### src/rtl/bvh_traversal_ctrl_if.sv
// -----------------------------------------------------------------------------
// bvh_traversal_ctrl_if
// Bundles every handshake and data bus of the BVH traversal sequencer.
//   ray_*    : incoming ray (valid/ready), origin, inverse direction, t-range
//   node_*   : node memory read strobe/address and returned node fields
//   isect_*  : registered intersector inputs, intersector hit and range_out
//   leaf_*   : leaf handshake towards the primitive stage
//   done_*   : traversal-complete handshake with overflow flag and node count
//   hit_t*   : nearest-hit feedback, present only when BVH_SHRINK_EN is defined
// Scalar layout: 24-bit values; vec2 = {y, x}, vec3 = {z, y, x},
// bbox = {max vec3, min vec3}. For ranges x = tmin, y = tmax.
// Modports: master = traversal controller, slave = surrounding environment.
// -----------------------------------------------------------------------------
interface bvh_traversal_ctrl_if #(
   parameter int NODE_AW = 16
);
   logic                ray_valid;
   logic                ray_ready;
   logic [71:0]         ray_orig;
   logic [71:0]         ray_inv_dir;
   logic [47:0]         ray_range;
   logic                node_rd_en;
   logic [NODE_AW-1:0]  node_addr;
   logic [143:0]        node_box;
   logic                node_leaf;
   logic [NODE_AW-1:0]  node_idx;
   logic [3:0]          node_cnt;
   logic [71:0]         isect_ray_orig;
   logic [71:0]         isect_inv_dir;
   logic [143:0]        isect_box;
   logic [47:0]         isect_range;
   logic                isect_hit;
   logic [47:0]         isect_range_in;
   logic                leaf_valid;
   logic                leaf_ready;
   logic [NODE_AW-1:0]  leaf_prim;
   logic [3:0]          leaf_cnt;
   logic [47:0]         leaf_range;
   logic                done_valid;
   logic                done_ready;
   logic                done_ovf;
   logic [15:0]         done_nodes;
`ifdef BVH_SHRINK_EN
   logic                hit_t_valid;
   logic [23:0]         hit_t;
`endif

   modport master (
`ifdef BVH_SHRINK_EN
      input  hit_t_valid, hit_t,
`endif
      input  ray_valid, ray_orig, ray_inv_dir, ray_range,
      input  node_box, node_leaf, node_idx, node_cnt,
      input  isect_hit, isect_range_in, leaf_ready, done_ready,
      output ray_ready, node_rd_en, node_addr,
      output isect_ray_orig, isect_inv_dir, isect_box, isect_range,
      output leaf_valid, leaf_prim, leaf_cnt, leaf_range,
      output done_valid, done_ovf, done_nodes
   );

   modport slave (
`ifdef BVH_SHRINK_EN
      output hit_t_valid, hit_t,
`endif
      output ray_valid, ray_orig, ray_inv_dir, ray_range,
      output node_box, node_leaf, node_idx, node_cnt,
      output isect_hit, isect_range_in, leaf_ready, done_ready,
      input  ray_ready, node_rd_en, node_addr,
      input  isect_ray_orig, isect_inv_dir, isect_box, isect_range,
      input  leaf_valid, leaf_prim, leaf_cnt, leaf_range,
      input  done_valid, done_ovf, done_nodes
   );
endinterface

### src/rtl/bvh_traversal_ctrl.sv
// -----------------------------------------------------------------------------
// bvh_traversal_ctrl
// Per-ray BVH traversal sequencer. Accepts one ray, walks the tree from node 0,
// presents each node bbox plus the current t-range to the intersector, keeps
// right children on an internal stack, emits hit leaves and reports completion.
// Ports:
//   sysclk : clock, all state on the rising edge
//   rst    : synchronous active-high reset, aborts any ray in flight
//   bus    : bvh_traversal_ctrl_if.master (ray, node memory, intersector,
//            leaf and done channels)
// Optional feature: macro BVH_SHRINK_EN adds hit_t_valid/hit_t, which shrink
// the ray tmax to the nearest reported hit so later tests cull farther nodes.
// Without it the t-range stays equal to ray_range for the whole ray.
// -----------------------------------------------------------------------------
module bvh_traversal_ctrl #(
   parameter int NODE_AW     = 16,
   parameter int STACK_DEPTH = 16,
   parameter int NODE_RD_LAT = 2
) (
   input  logic                  sysclk,
   input  logic                  rst,
   bvh_traversal_ctrl_if.master  bus
);
   localparam int SP_W  = $clog2(STACK_DEPTH) + 1;
   localparam int LAT_W = $clog2(NODE_RD_LAT + 1);

   typedef enum logic [2:0] {
      S_IDLE, S_FETCH, S_WAIT, S_TEST, S_LEAF, S_POP, S_DONE
   } state_t;

   state_t               state_q, state_d;
   logic [SP_W-1:0]      sp_q, sp_d;
   logic [LAT_W-1:0]     wait_cnt_q, wait_cnt_d;
   logic [47:0]          cur_range_q, cur_range_d;
   logic                 hold_leaf_q, hold_leaf_d;
   logic [NODE_AW-1:0]   hold_idx_q, hold_idx_d;
   logic [3:0]           hold_cnt_q, hold_cnt_d;
   logic                 ray_ready_q, ray_ready_d;
   logic                 node_rd_en_q, node_rd_en_d;
   logic [NODE_AW-1:0]   node_addr_q, node_addr_d;
   logic [71:0]          isect_orig_q, isect_orig_d;
   logic [71:0]          isect_inv_q, isect_inv_d;
   logic [143:0]         isect_box_q, isect_box_d;
   logic [47:0]          isect_range_q, isect_range_d;
   logic                 leaf_valid_q, leaf_valid_d;
   logic [NODE_AW-1:0]   leaf_prim_q, leaf_prim_d;
   logic [3:0]           leaf_cnt_q, leaf_cnt_d;
   logic [47:0]          leaf_range_q, leaf_range_d;
   logic                 done_valid_q, done_valid_d;
   logic                 ovf_q, ovf_d;
   logic [15:0]          nodes_q, nodes_d;
   logic [NODE_AW-1:0]   stack_q [STACK_DEPTH];
   logic                 push_s;
   logic [SP_W-1:0]      sp_m1_s;

   assign sp_m1_s = sp_q - SP_W'(1);

   // Next-state, datapath and registered-output computation for the sequencer.
   always_comb begin
      state_d       = state_q;
      sp_d          = sp_q;
      wait_cnt_d    = wait_cnt_q;
      cur_range_d   = cur_range_q;
      hold_leaf_d   = hold_leaf_q;
      hold_idx_d    = hold_idx_q;
      hold_cnt_d    = hold_cnt_q;
      ray_ready_d   = ray_ready_q;
      node_rd_en_d  = 1'b0;
      node_addr_d   = node_addr_q;
      isect_orig_d  = isect_orig_q;
      isect_inv_d   = isect_inv_q;
      isect_box_d   = isect_box_q;
      isect_range_d = isect_range_q;
      leaf_valid_d  = leaf_valid_q;
      leaf_prim_d   = leaf_prim_q;
      leaf_cnt_d    = leaf_cnt_q;
      leaf_range_d  = leaf_range_q;
      done_valid_d  = done_valid_q;
      ovf_d         = ovf_q;
      nodes_d       = nodes_q;
      push_s        = 1'b0;

`ifdef BVH_SHRINK_EN
      // A nearer hit tightens tmax; the IDLE branch below overrides this, so a
      // hit reported while idle or on the accept cycle is ignored.
      if (bus.hit_t_valid && (bus.hit_t < cur_range_q[47:24])) begin
         cur_range_d[47:24] = bus.hit_t;
      end else begin
         cur_range_d = cur_range_q;
      end
`endif

      case (state_q)
         S_IDLE: begin
            if (bus.ray_valid && ray_ready_q) begin
               isect_orig_d = bus.ray_orig;
               isect_inv_d  = bus.ray_inv_dir;
               cur_range_d  = bus.ray_range;
               ovf_d        = 1'b0;
               nodes_d      = 16'd0;
               node_addr_d  = {NODE_AW{1'b0}};
               node_rd_en_d = 1'b1;
               ray_ready_d  = 1'b0;
               state_d      = S_FETCH;
            end else begin
               cur_range_d  = cur_range_q;
            end
         end
         S_FETCH: begin
            wait_cnt_d = {LAT_W{1'b0}};
            // With single-cycle memory the node fields are captured straight away.
            if (NODE_RD_LAT == 1) begin
               isect_box_d   = bus.node_box;
               hold_leaf_d   = bus.node_leaf;
               hold_idx_d    = bus.node_idx;
               hold_cnt_d    = bus.node_cnt;
               isect_range_d = cur_range_d;
               state_d       = S_TEST;
            end else begin
               state_d       = S_WAIT;
            end
         end
         S_WAIT: begin
            if (wait_cnt_q == LAT_W'(NODE_RD_LAT - 2)) begin
               isect_box_d   = bus.node_box;
               hold_leaf_d   = bus.node_leaf;
               hold_idx_d    = bus.node_idx;
               hold_cnt_d    = bus.node_cnt;
               isect_range_d = cur_range_d;
               state_d       = S_TEST;
            end else begin
               wait_cnt_d    = wait_cnt_q + LAT_W'(1);
            end
         end
         S_TEST: begin
            nodes_d = (nodes_q == 16'hFFFF) ? nodes_q : nodes_q + 16'd1;
            if (!bus.isect_hit) begin
               state_d      = S_POP;
            end else if (hold_leaf_q) begin
               leaf_valid_d = 1'b1;
               leaf_prim_d  = hold_idx_q;
               leaf_cnt_d   = hold_cnt_q;
               leaf_range_d = bus.isect_range_in;
               state_d      = S_LEAF;
            end else begin
               // Right child is deferred; on a full stack it is lost and flagged.
               if (sp_q == SP_W'(STACK_DEPTH)) begin
                  ovf_d  = 1'b1;
               end else begin
                  push_s = 1'b1;
                  sp_d   = sp_q + SP_W'(1);
               end
               node_addr_d  = hold_idx_q;
               node_rd_en_d = 1'b1;
               state_d      = S_FETCH;
            end
         end
         S_LEAF: begin
            if (bus.leaf_ready) begin
               leaf_valid_d = 1'b0;
               state_d      = S_POP;
            end else begin
               leaf_valid_d = 1'b1;
            end
         end
         S_POP: begin
            if (sp_q == {SP_W{1'b0}}) begin
               done_valid_d = 1'b1;
               state_d      = S_DONE;
            end else begin
               node_addr_d  = stack_q[sp_m1_s[SP_W-2:0]];
               sp_d         = sp_m1_s;
               node_rd_en_d = 1'b1;
               state_d      = S_FETCH;
            end
         end
         S_DONE: begin
            if (bus.done_ready) begin
               done_valid_d = 1'b0;
               ray_ready_d  = 1'b1;
               state_d      = S_IDLE;
            end else begin
               done_valid_d = 1'b1;
            end
         end
         default: begin
            ray_ready_d  = 1'b1;
            leaf_valid_d = 1'b0;
            done_valid_d = 1'b0;
            state_d      = S_IDLE;
         end
      endcase
   end

   // State, datapath and output registers with synchronous reset.
   always_ff @(posedge sysclk) begin
      if (rst) begin
         state_q       <= S_IDLE;
         sp_q          <= {SP_W{1'b0}};
         wait_cnt_q    <= {LAT_W{1'b0}};
         cur_range_q   <= 48'd0;
         hold_leaf_q   <= 1'b0;
         hold_idx_q    <= {NODE_AW{1'b0}};
         hold_cnt_q    <= 4'd0;
         ray_ready_q   <= 1'b1;
         node_rd_en_q  <= 1'b0;
         node_addr_q   <= {NODE_AW{1'b0}};
         isect_orig_q  <= 72'd0;
         isect_inv_q   <= 72'd0;
         isect_box_q   <= 144'd0;
         isect_range_q <= 48'd0;
         leaf_valid_q  <= 1'b0;
         leaf_prim_q   <= {NODE_AW{1'b0}};
         leaf_cnt_q    <= 4'd0;
         leaf_range_q  <= 48'd0;
         done_valid_q  <= 1'b0;
         ovf_q         <= 1'b0;
         nodes_q       <= 16'd0;
      end else begin
         state_q       <= state_d;
         sp_q          <= sp_d;
         wait_cnt_q    <= wait_cnt_d;
         cur_range_q   <= cur_range_d;
         hold_leaf_q   <= hold_leaf_d;
         hold_idx_q    <= hold_idx_d;
         hold_cnt_q    <= hold_cnt_d;
         ray_ready_q   <= ray_ready_d;
         node_rd_en_q  <= node_rd_en_d;
         node_addr_q   <= node_addr_d;
         isect_orig_q  <= isect_orig_d;
         isect_inv_q   <= isect_inv_d;
         isect_box_q   <= isect_box_d;
         isect_range_q <= isect_range_d;
         leaf_valid_q  <= leaf_valid_d;
         leaf_prim_q   <= leaf_prim_d;
         leaf_cnt_q    <= leaf_cnt_d;
         leaf_range_q  <= leaf_range_d;
         done_valid_q  <= done_valid_d;
         ovf_q         <= ovf_d;
         nodes_q       <= nodes_d;
      end
   end

   // Traversal stack storage; validity is tracked solely by sp_q.
   always_ff @(posedge sysclk) begin
      if (push_s) begin
         stack_q[sp_q[SP_W-2:0]] <= hold_idx_q + NODE_AW'(1);
      end else begin
         stack_q[sp_q[SP_W-2:0]] <= stack_q[sp_q[SP_W-2:0]];
      end
   end

   assign bus.ray_ready      = ray_ready_q;
   assign bus.node_rd_en     = node_rd_en_q;
   assign bus.node_addr      = node_addr_q;
   assign bus.isect_ray_orig = isect_orig_q;
   assign bus.isect_inv_dir  = isect_inv_q;
   assign bus.isect_box      = isect_box_q;
   assign bus.isect_range    = isect_range_q;
   assign bus.leaf_valid     = leaf_valid_q;
   assign bus.leaf_prim      = leaf_prim_q;
   assign bus.leaf_cnt       = leaf_cnt_q;
   assign bus.leaf_range     = leaf_range_q;
   assign bus.done_valid     = done_valid_q;
   assign bus.done_ovf       = ovf_q;
   assign bus.done_nodes     = nodes_q;
endmodule

### src/flat_wrapper.sv
// flat-port wrapper written by rule: the top's interface ports become plain ports
module bvh_traversal_ctrl_flat 
#(
   parameter int NODE_AW     = 16,
   parameter int STACK_DEPTH = 16,
   parameter int NODE_RD_LAT = 2
)
  (sysclk, rst, bus_ray_valid, bus_ray_orig, bus_ray_inv_dir, bus_ray_range, bus_node_box, bus_node_leaf, bus_node_idx, bus_node_cnt, bus_isect_hit, bus_isect_range_in, bus_leaf_ready, bus_done_ready, bus_ray_ready, bus_node_rd_en, bus_node_addr, bus_isect_ray_orig, bus_isect_inv_dir, bus_isect_box, bus_isect_range, bus_leaf_valid, bus_leaf_prim, bus_leaf_cnt, bus_leaf_range, bus_done_valid, bus_done_ovf, bus_done_nodes);
  bvh_traversal_ctrl_if #(.NODE_AW(NODE_AW)) bus_i ();
  input  logic sysclk;
  input  logic rst;
  input wire logic [$bits(bus_i.ray_valid)-1:0] bus_ray_valid;
  input wire logic [$bits(bus_i.ray_orig)-1:0] bus_ray_orig;
  input wire logic [$bits(bus_i.ray_inv_dir)-1:0] bus_ray_inv_dir;
  input wire logic [$bits(bus_i.ray_range)-1:0] bus_ray_range;
  input wire logic [$bits(bus_i.node_box)-1:0] bus_node_box;
  input wire logic [$bits(bus_i.node_leaf)-1:0] bus_node_leaf;
  input wire logic [$bits(bus_i.node_idx)-1:0] bus_node_idx;
  input wire logic [$bits(bus_i.node_cnt)-1:0] bus_node_cnt;
  input wire logic [$bits(bus_i.isect_hit)-1:0] bus_isect_hit;
  input wire logic [$bits(bus_i.isect_range_in)-1:0] bus_isect_range_in;
  input wire logic [$bits(bus_i.leaf_ready)-1:0] bus_leaf_ready;
  input wire logic [$bits(bus_i.done_ready)-1:0] bus_done_ready;
  output wire logic [$bits(bus_i.ray_ready)-1:0] bus_ray_ready;
  output wire logic [$bits(bus_i.node_rd_en)-1:0] bus_node_rd_en;
  output wire logic [$bits(bus_i.node_addr)-1:0] bus_node_addr;
  output wire logic [$bits(bus_i.isect_ray_orig)-1:0] bus_isect_ray_orig;
  output wire logic [$bits(bus_i.isect_inv_dir)-1:0] bus_isect_inv_dir;
  output wire logic [$bits(bus_i.isect_box)-1:0] bus_isect_box;
  output wire logic [$bits(bus_i.isect_range)-1:0] bus_isect_range;
  output wire logic [$bits(bus_i.leaf_valid)-1:0] bus_leaf_valid;
  output wire logic [$bits(bus_i.leaf_prim)-1:0] bus_leaf_prim;
  output wire logic [$bits(bus_i.leaf_cnt)-1:0] bus_leaf_cnt;
  output wire logic [$bits(bus_i.leaf_range)-1:0] bus_leaf_range;
  output wire logic [$bits(bus_i.done_valid)-1:0] bus_done_valid;
  output wire logic [$bits(bus_i.done_ovf)-1:0] bus_done_ovf;
  output wire logic [$bits(bus_i.done_nodes)-1:0] bus_done_nodes;
  assign bus_i.ray_valid = bus_ray_valid;
  assign bus_i.ray_orig = bus_ray_orig;
  assign bus_i.ray_inv_dir = bus_ray_inv_dir;
  assign bus_i.ray_range = bus_ray_range;
  assign bus_i.node_box = bus_node_box;
  assign bus_i.node_leaf = bus_node_leaf;
  assign bus_i.node_idx = bus_node_idx;
  assign bus_i.node_cnt = bus_node_cnt;
  assign bus_i.isect_hit = bus_isect_hit;
  assign bus_i.isect_range_in = bus_isect_range_in;
  assign bus_i.leaf_ready = bus_leaf_ready;
  assign bus_i.done_ready = bus_done_ready;
  assign bus_ray_ready = bus_i.ray_ready;
  assign bus_node_rd_en = bus_i.node_rd_en;
  assign bus_node_addr = bus_i.node_addr;
  assign bus_isect_ray_orig = bus_i.isect_ray_orig;
  assign bus_isect_inv_dir = bus_i.isect_inv_dir;
  assign bus_isect_box = bus_i.isect_box;
  assign bus_isect_range = bus_i.isect_range;
  assign bus_leaf_valid = bus_i.leaf_valid;
  assign bus_leaf_prim = bus_i.leaf_prim;
  assign bus_leaf_cnt = bus_i.leaf_cnt;
  assign bus_leaf_range = bus_i.leaf_range;
  assign bus_done_valid = bus_i.done_valid;
  assign bus_done_ovf = bus_i.done_ovf;
  assign bus_done_nodes = bus_i.done_nodes;
  bvh_traversal_ctrl #(.NODE_AW(NODE_AW), .STACK_DEPTH(STACK_DEPTH), .NODE_RD_LAT(NODE_RD_LAT)) u_core (.sysclk(sysclk), .rst(rst), .bus(bus_i));
endmodule
### config.mk
export PLATFORM = sky130hd
export DESIGN_NAME = bvh_traversal_ctrl_flat
export DESIGN_NICKNAME = d
export VERILOG_FILES = /design/src/rtl/bvh_traversal_ctrl_if.sv /design/src/rtl/bvh_traversal_ctrl.sv /design/src/flat_wrapper.sv
export SDC_FILE = /design/constraint.sdc
export NUM_CORES = 1
export LEC_CHECK = 0
export CORE_AREA = 2 2 334 336
export DETAILED_ROUTE_END_ITERATION = 10
export DIE_AREA = 0 0 336 338
export DONT_BUFFER_PORTS = 1
export GPL_ROUTABILITY_DRIVEN = 0
export RECOVER_POWER = 100
export SKIP_LAST_GASP = 1
export SLEW_MARGIN = 20
export SYNTH_ARGS = -nofsm -noshare
export SYNTH_HDL_FRONTEND = slang
export SYNTH_SLANG_ARGS = --single-unit
### constraint.sdc
create_clock -name sysclk -period 3.39 [get_ports sysclk]
set_input_delay 0.678 -clock sysclk [delete_from_list [all_inputs] [get_ports sysclk]]
set_output_delay 0.678 -clock sysclk [all_outputs]
set_load 0.01 [all_outputs]
==> results.md, run 1 <==
- The clock sink total is 776.
- The net count after synthesis is 3239.
- The measured slew at the worst slew-check pin is 3.928 ns.
- Using the TritonRoute via totals, the vias-per-cell ratio works out to 4.825.
- The area of the core is 110100 um2.
- After clock tree synthesis, the flow added hold-fix buffers numbering 0.
- Dividing the detail-routed wire length by the instance count gives 24.53 um.
- The final reports fail on max-capacitance violations, max-slew violations.
- The number of top-level design ports is 852.
- The max-capacitance violation count is 1.
- In this run the remaining antenna-violating nets after routing total 0.
- The flow ran to the end, but the final reports show violations.
- The cell sitting at the root of the clock tree is a clkbuf_16.
- Summing all flip-flop and latch instances after layout gives 18100 um2.
- TritonCTS built the clock tree.
- The number of gates resized after CTS is 0.
- The number of storage elements in the synthesis netlist is 776.
- The post-synthesis area per instance is 10.30 um2.
- Summed over all layers, the routed wires come to 106800 um.
- Setup repair after global routing left no endpoint under its margin.
- The kind of path behind the tightest hold check is primary input to register.
- The clock tree synthesis step divided the H-tree into 3 levels.
- The kind of launch point of the worst setup path is a primary input.
- Detailed routing inserted a total of 21010 vias.
- The post-CTS setup repair buffer count is 0.
- The async set-or-reset flop fraction in the synthesized netlist is 0.
- On the final layout, the worst clock skew is 0.04940 ns.
- The initial antenna violation count is 32.
- Once detailed placement completed, the half-perimeter wirelength came to 78250 um.
- The arrival time reported for the critical path endpoint is 3.93 ns.
- The number of global-route vias before repair is 19460.
- The maximum operating frequency is 300.9 MHz.
- The starting utilization of the core area is 0.2639.
- Entering global routing, the biggest net connects 512 pins.
- After synthesis, the cell types taking the most area are dfxtp_1, edfxtp_1, nand2_1.
- Summed over all cells, the static leakage comes to 10.74 nW.
- The aggregate negative setup slack is 0 ns.
- The kind of end point of the critical path is a register.
- The horizontal die dimension is 336 um.
- The height of the die is 338 um.
- The share of synthesized area in the top cell type comes to 0.3584.
- Yosys instantiated no cell more often than nand2_1.
- The number of endpoints with negative hold slack in the final report was 0.
- Clock latency on the worst-skew pair, taken at its later pin, is 0.68 ns.
- The share of post-route cells with drive strength above 1 is 0.1045.
- Clock-pin slew was measured on the worst setup and hold paths at 0.06 ns.
- The number of max-slew violations in the final report is 457.
- The worst setup path is of the primary input to register kind.
- The number of nets in the final layout is 3200.
- The highest fanout seen on the critical path is 511.
- The number of CTS-inserted buffers is 83.
- The first TritonRoute pass finished after 5 iterations.
- The most used flip-flop cell after synthesis is dfxtp_1.
- The area of the die is 113600 um2.
- The largest total area in the synthesized netlist belongs to dfxtp_1.
- The number of instances in the synthesized netlist is 2821.
- The count of buffers inserted at the top-level ports is 0.
- The relative slew slack is -1.618.
- The part of the cycle the worst path needs is 0.9804.
- The number of warning messages in the yosys log is 0.
- The total of fill cells in the finished design is 11360.
- The peak supply drop is 347.0 uV.
- In the final layout, the multi-input gates occupy 9874 um2.
- In this run the power density over the cells is 693.5 nW/um2.
- Leaving out filler cells and counting taps, the final layout contains 4354.
- The clock period minus final worst setup slack is 3.324 ns.
- The area growth from synthesis to layout is 15.25%.
- After the first detailed-routing iteration, the DRC count stood at 1965.
- For the worst setup path, the data required time is 3.99 ns.
- Across every metal layer, demand over resource in global routing totals 0.1758.
- The residual DRC count is 0.
- The cell area after synthesis is 29040 um2.
- The wire length of the first global-routing pass is 143800 um.
- Sorting the synthesized cells by how often they occur yields nand2_1, dfxtp_1, a21oi_1.
- The share of the yosys chip area belonging to registers is 0.6231.
- The clock tree buffer depth is 3.
- The final setup violation count is 0.
- Including well taps, the total number of placed cells is 4185.
- The standard-cell row count is 122.
- The total congestion overflow is 0.
- The synthesized netlist contains 60 unique library cells.
- Yosys mapped a number of flops with a built-in enable equal to 256.
[area by class of cell]
cell class,count,area share
Antenna cell,15,0.001121
Clock buffer,104,0.06620
Clock inverter,50,0.01951
Inverter,24,0.002691
Multi-Input combinational cell,1812,0.2950
Sequential cell,776,0.5408
Tap cell,1488,0.05562
Timing Repair Buffer,85,0.01906
[flip-flops by register name (all words and copies together) (netlist names), 48 cells and up]
name / flops
u_core.bus.isect_box: 144
u_core.bus.isect_inv_dir: 72
u_core.bus.isect_range: 48
u_core.bus.isect_ray_orig: 72
u_core.bus.leaf_range: 48
u_core.cur_range_q: 48
u_core.stack_q: 256
[final timing paths]
check	slack (ns)	from	cells past startpoint	endpoint
hold reg to reg	0.45	u_core.cur_range_q[0]$_SDFFE_PP0P_	2	u_core.bus.isect_range[0]$_SDFFE_PP0P_
setup reg to reg	0.30	u_core.sp_q[1]$_SDFFE_PP0P_	7	u_core.bus.node_addr[3]$_SDFFE_PP0P_
setup / recovery	0.07	rst	4	u_core.bus.done_nodes[5]$_SDFFE_PP0P_
hold / removal	0.09	rst	1	u_core.bus.isect_ray_orig[46]$_SDFFE_PP0P_
[through the flow]
step                      cell area [um2]  hold WS, ns    util  total power, mW  worst slack [ns]
after detailed placement            30840       0.4447  0.2802            13.96            0.5869
after global routing                33470      0.05728  0.3041            24.13            0.2063
after global placement              30840       0.4392  0.2802            13.90            0.5735
after CTS                           33710      0.02388  0.3063            23.54            0.5083
after floorplan                     29040       0.4321       -            12.80            0.1096
final                               33470      0.09144  0.3041            23.21           0.06640
[worst max-delay path, stage by stage]
cell and delay, ns:
a21oi_1 0.90, buf_4 0.33, nand2b_1 0.07, mux2i_1 0.13
[layer usage]
metal | global-route usage | vias up | routed length, um | share of wire
li1 | - | 9644 | - | -
met1 | 0.2035 | 10180 | 39890 | 0.37
met2 | 0.2708 | 984 | 48280 | 0.45
met3 | 0.09879 | 172 | 15160 | 0.14
met4 | 0.06431 | 32 | 3250 | 0.030
met5 | 0 | - | 220 | 0.0021
[cells by family after synthesis]
logic type | after synthesis | share of synthesized area
AO/OA/AOI/OAI | 576 | 0.1123
adder cells (fa/ha/maj) | 7 | 0.003015
multiplexers | 111 | 0.06841
XOR/XNOR | 17 | 0.005385
buffers and inverters | 233 | 0.03528
AND/OR/NAND/NOR | 1101 | 0.1525
flip-flops | 776 | 0.6231
[power by group]
part | internal [mW] | total, mW | switching, mW
Combinational | 0.813 | 2.53 | 1.72
Sequential | 10.3 | 11.1 | 0.861
Clock | 5.48 | 9.56 | 4.07
[layout by cell type (no fill, tap or decap), types with 6 or more instances in the layout]
master	synthesis	routed
o21ai_0	7	6
ha_1	7	7
dfxtp_1	520	519
clkbuf_1	138	47
clkinv_2	0	13
a221oi_2	19	9
clkinv_1	0	9
mux4_1	8	8
a22oi_1	18	18
nand2b_1	15	15
mux4_2	56	56
diode_2	0	15
nand3_1	10	8
xnor2_1	11	11
a21oi_1	490	490
mux2i_1	11	11
buf_12	0	13
inv_1	24	24
a221oi_1	14	24
clkbuf_2	0	17
clkbuf_8	0	6
bufinv_16	0	10
mux2_2	36	35
nand2_1	975	975
edfxtp_1	256	256
nor2_1	33	32
buf_4	4	22
nand4_1	14	14
nor3_1	10	9
clkbuf_16	0	83
(Power assumes the default switching activity.)
==> run 2, diff against run 1 <==
--- a/config.mk
+++ b/config.mk
@@ -5,11 +5,13 @@
 export SDC_FILE = /design/constraint.sdc
 export NUM_CORES = 1
 export LEC_CHECK = 0
+export ABC_CLOCK_PERIOD_IN_PS = 3390
 export CORE_AREA = 2 2 334 336
 export DETAILED_ROUTE_END_ITERATION = 10
 export DIE_AREA = 0 0 336 338
 export DONT_BUFFER_PORTS = 1
 export GPL_ROUTABILITY_DRIVEN = 0
+export PLACE_DENSITY = 0.4
 export RECOVER_POWER = 100
 export SKIP_LAST_GASP = 1
 export SLEW_MARGIN = 20
==> run 2 against run 1 <==
  * Critical endpoint is now u_core.bus.node_addr[1]$_SDFFE_PP0P_
  * The run ends with max-slew violations left
  * Total power rose by 3.2%
  * Non-clock buffer count down 18
  * Die area did not move
  * Sequential share of layout area decreased by 0.45 points
  * Highest routed layer unchanged
  * Sequential cell count unchanged
  * Worst hold slack improved by 0.021 ns
==> results.md, run 2 (same netlist as run 1, synthesis figures left out) <==
- The cell area after placement is 30680 um2 (-0.52%).
- The number of cells on the worst reg-to-reg path is 7 (unchanged).
- The worst register-to-register path ends at u_core.bus.node_addr[1]$_SDFFE_PP0P_.
- The wire length of the first global-routing pass came to 151300 um (+5.2%).
- The aggregate negative setup slack is 0 ns (unchanged).
- The clock tree from TritonCTS is built.
- The number of global-route vias before repair is 20060 (+3.0%).
- Leaving out fill and tap cells, the most frequent cells in the layout are nand2_1, dfxtp_1, a21oi_1, edfxtp_1, clkbuf_16.
- The clock sink total is 776 (unchanged).
- The number of H-tree levels was 3 (unchanged).
- The total congestion overflow is 0 (unchanged).
- The run finished, with violations left.
- The clock slew seen by the registers of the worst setup and hold paths is 0.06 ns (about the same).
- The worst clock skew was 0.04929 ns (-0.0001152 ns).
- The horizontal die dimension is 336 um (unchanged).
- The relative slew slack came to -0.8436 (+0.7748).
- The height of the die is 338 um (unchanged).
- The power density of the placed cells is 710.1 nW/um2 (+2.4%).
- The detailed router's first-iteration violation count was 1642 (-16%).
- In this run the critical register-to-register path is launched from u_core.sp_q[1]$_SDFFE_PP0P_.
- The share of post-route cells with drive strength above 1 is 0.1147 (+0.01017).
- The peak supply drop is 356.3 uV (+2.7%).
- The average wire length per cell after detail routing is 25.75 um (+5.0%).
- Walking the worst path, the cells encountered are inv_1 -> ha_1 -> clkbuf_2 -> mux4_2 -> mux2_2 -> a221oi_1 -> a221oi_1.
- The worst setup path is launched from a register.
- The clock tree buffer depth is 3 (unchanged).
- In this run the worst setup path terminates at u_core.bus.node_addr[1]$_SDFFE_PP0P_.
- The arrival time reported for the critical path endpoint came to 3.39 ns (-0.54 ns).
- The overall routed net length came to 111900 um (+4.8%).
- The final setup slack of the worst path is 0.4190 ns (+0.3526 ns).
- The standard-cell row count is 122 (unchanged).
- The count of nets left with antenna violations after detail routing is 0 (unchanged).
- The critical path starts at u_core.sp_q[1]$_SDFFE_PP0P_.
- The critical path buffer and inverter count was 2 (+1).
- The number of nets in the final layout is 3190 (-0.31%).
- The post-detailed-route via-to-cell ratio is 4.830 (about the same).
- The highest fanout seen on the critical path came to 14 (-97%).
- The instance count after placement with tap cells included is 4167 (-0.43%).
- The required time of the worst setup path was 3.81 ns (-0.18 ns).
- The starting utilization of the core area is 0.2639 (unchanged).
- The initial antenna violation count is 20 (-38%).
- The number of max-slew violations in the final report is 345 (-25%).
- Among all stages on the critical path, the largest delay is contributed by dfxtp_1.
- The flip-flop count of the largest register, all copies and words added was 256 (unchanged).
- The post-cts hold buffer count was 0 (unchanged).
- The measured slew at the worst slew-check pin is 2.765 ns (-1.162 ns).
- The number of detailed-route iterations in the first pass came to 6 (+1).
- The area of the core is 110100 um2 (unchanged).
- The clock period minus final worst setup slack came to 2.971 ns (-0.3526 ns).
- The tree is rooted in a clkbuf_16.
- From synthesis to final layout, the design area changed by 16.20%.
- The setup path with the least slack is of type register to register.
- The area of the die is 113600 um2 (unchanged).
- The final setup violation count is 0 (unchanged).
- The total of fill cells in the finished design is 11360 (-0.026%).
- The worst setup path is captured at a register.
- The maximum operating frequency is 336.6 MHz (+12%).
- The clock latency on the worst-skew pair came to 0.68 ns (about the same).
- The tightest min-delay check is of the primary input to register type.
- The max-capacitance violation count came to 0 (-1).
- The final reports fail on max-slew violations.
- The pre-CTS setup slack is 0.6317 ns (+0.04478 ns).
- The flop-to-flop setup slack is 0.42 ns (+0.12 ns).
- The part of the cycle the worst path needs is 0.8764 (-0.1040).
- The sum of net half-perimeters after detailed placement is 81640 um (+4.3%).
- The static leakage came to 10.91 nW (+1.5%).
- The final design area excluding fillers came to 33750 um2 (+0.83%).
- The cell that appears most often on the critical path is a221oi_1.
- Setup repair after global routing left no endpoint under its margin.
- The number of gates resized after CTS is 0 (unchanged).
- The post-CTS setup repair buffer count is 0 (unchanged).
- The kind of cell adding the most delay to the critical path is multiplexers.
- The number of endpoints with negative hold slack in the final report is 0 (unchanged).
- The number of CTS-inserted buffers is 91 (+9.6%).
- The number of top-level design ports is 852 (unchanged).
- The largest net degree at the start of global routing is 512 (unchanged).
- The most frequent standard cell in the layout excluding fill and tap cells is nand2_1.
- The overall fraction of global-route tracks in use is 0.1851 (+0.009348).
- The count of buffers inserted at the top-level ports is 0 (unchanged).
- The number of cells in the finished layout apart from fillers is 4347 (-0.16%).
- The logic depth of the worst path, buffers included is 7 (+3).
- The residual DRC count was 0 (unchanged).
- The count of vias placed by the detailed router came to 20990 (-0.071%).
- The biggest cell delay along the critical path was 0.48 ns (-0.42 ns).
## run 2: worst register-to-register path, delay by kind of cell (launching register included)
kind / cells / cell delay [ns]
mux: 2 / 0.69
buf+inv: 2 / 0.58
compound gates: 2 / 0.58
flops: 1 / 0.48
fa+ha+maj: 1 / 0.39
## run 2: routing by layer
| layer | GRT usage | part of all wire | vias up |
|---|---|---|---|
| li1 | - | - | 9626 |
| met1 | 0.2156 | 0.38 | 10420 |
| met2 | 0.3154 | 0.50 | 801 |
| met3 | 0.06887 | 0.10 | 140 |
| met4 | 0.05744 | 0.023 | 10 |
| met5 | 0 | 0.00061 | - |
## run 2: where the power goes
part	leakage [nW]	total, mW	switching (mW)	internal (mW)
Sequential	6.58	11.2	0.909	10.3
Clock	1.59	10.4	4.22	6.22
Combinational	2.74	2.36	1.60	0.759
## run 2: stage by stage
| stage | power, mW | util | hold slack [ns] |
|---|---|---|---|
| after floorplan | 12.80 | - | 0.4321 |
| after global placement | 13.78 | 0.2787 | 0.4376 |
| after detailed placement | 13.84 | 0.2787 | 0.4477 |
| after CTS | 24.38 | 0.3085 | 0.03554 |
| after global routing | 24.97 | 0.3066 | 0.06877 |
| final | 23.96 | 0.3067 | 0.1128 |
## run 2: layout make-up
cell class                      instances  area, um2  share of cell area
Inverter                               24      90.09            0.002669
Sequential cell                       776      18100              0.5363
Tap cell                             1488       1862             0.05516
Timing Repair Buffer                   67      518.0             0.01535
Multi-Input combinational cell       1812       9887              0.2929
Clock inverter                         54      733.2             0.02172
Clock buffer                          118       2539             0.07522
Antenna cell                            8      20.02           0.0005932
## run 2: how the worst min path moves through the flow
stage	depth (start not counted)	endpoint	slack (ns)	from
2_1_floorplan	2	u_core.bus.isect_range[0]$_SDFFE_PP0P_	0.43	u_core.cur_range_q[0]$_SDFFE_PP0P_
5_1_grt	1	u_core.bus.isect_ray_orig[59]$_SDFFE_PP0P_	0.07	rst
6_report	1	u_core.bus.isect_ray_orig[59]$_SDFFE_PP0P_	0.11	rst
3_3_place_gp	2	u_core.bus.leaf_cnt[3]$_SDFFE_PP0P_	0.44	u_core.hold_cnt_q[3]$_SDFFE_PP0P_
4_1_cts	1	u_core.bus.isect_ray_orig[59]$_SDFFE_PP0P_	0.04	rst
3_5_place_dp	2	u_core.cur_range_q[40]$_SDFFE_PP0P_	0.45	u_core.cur_range_q[40]$_SDFFE_PP0P_
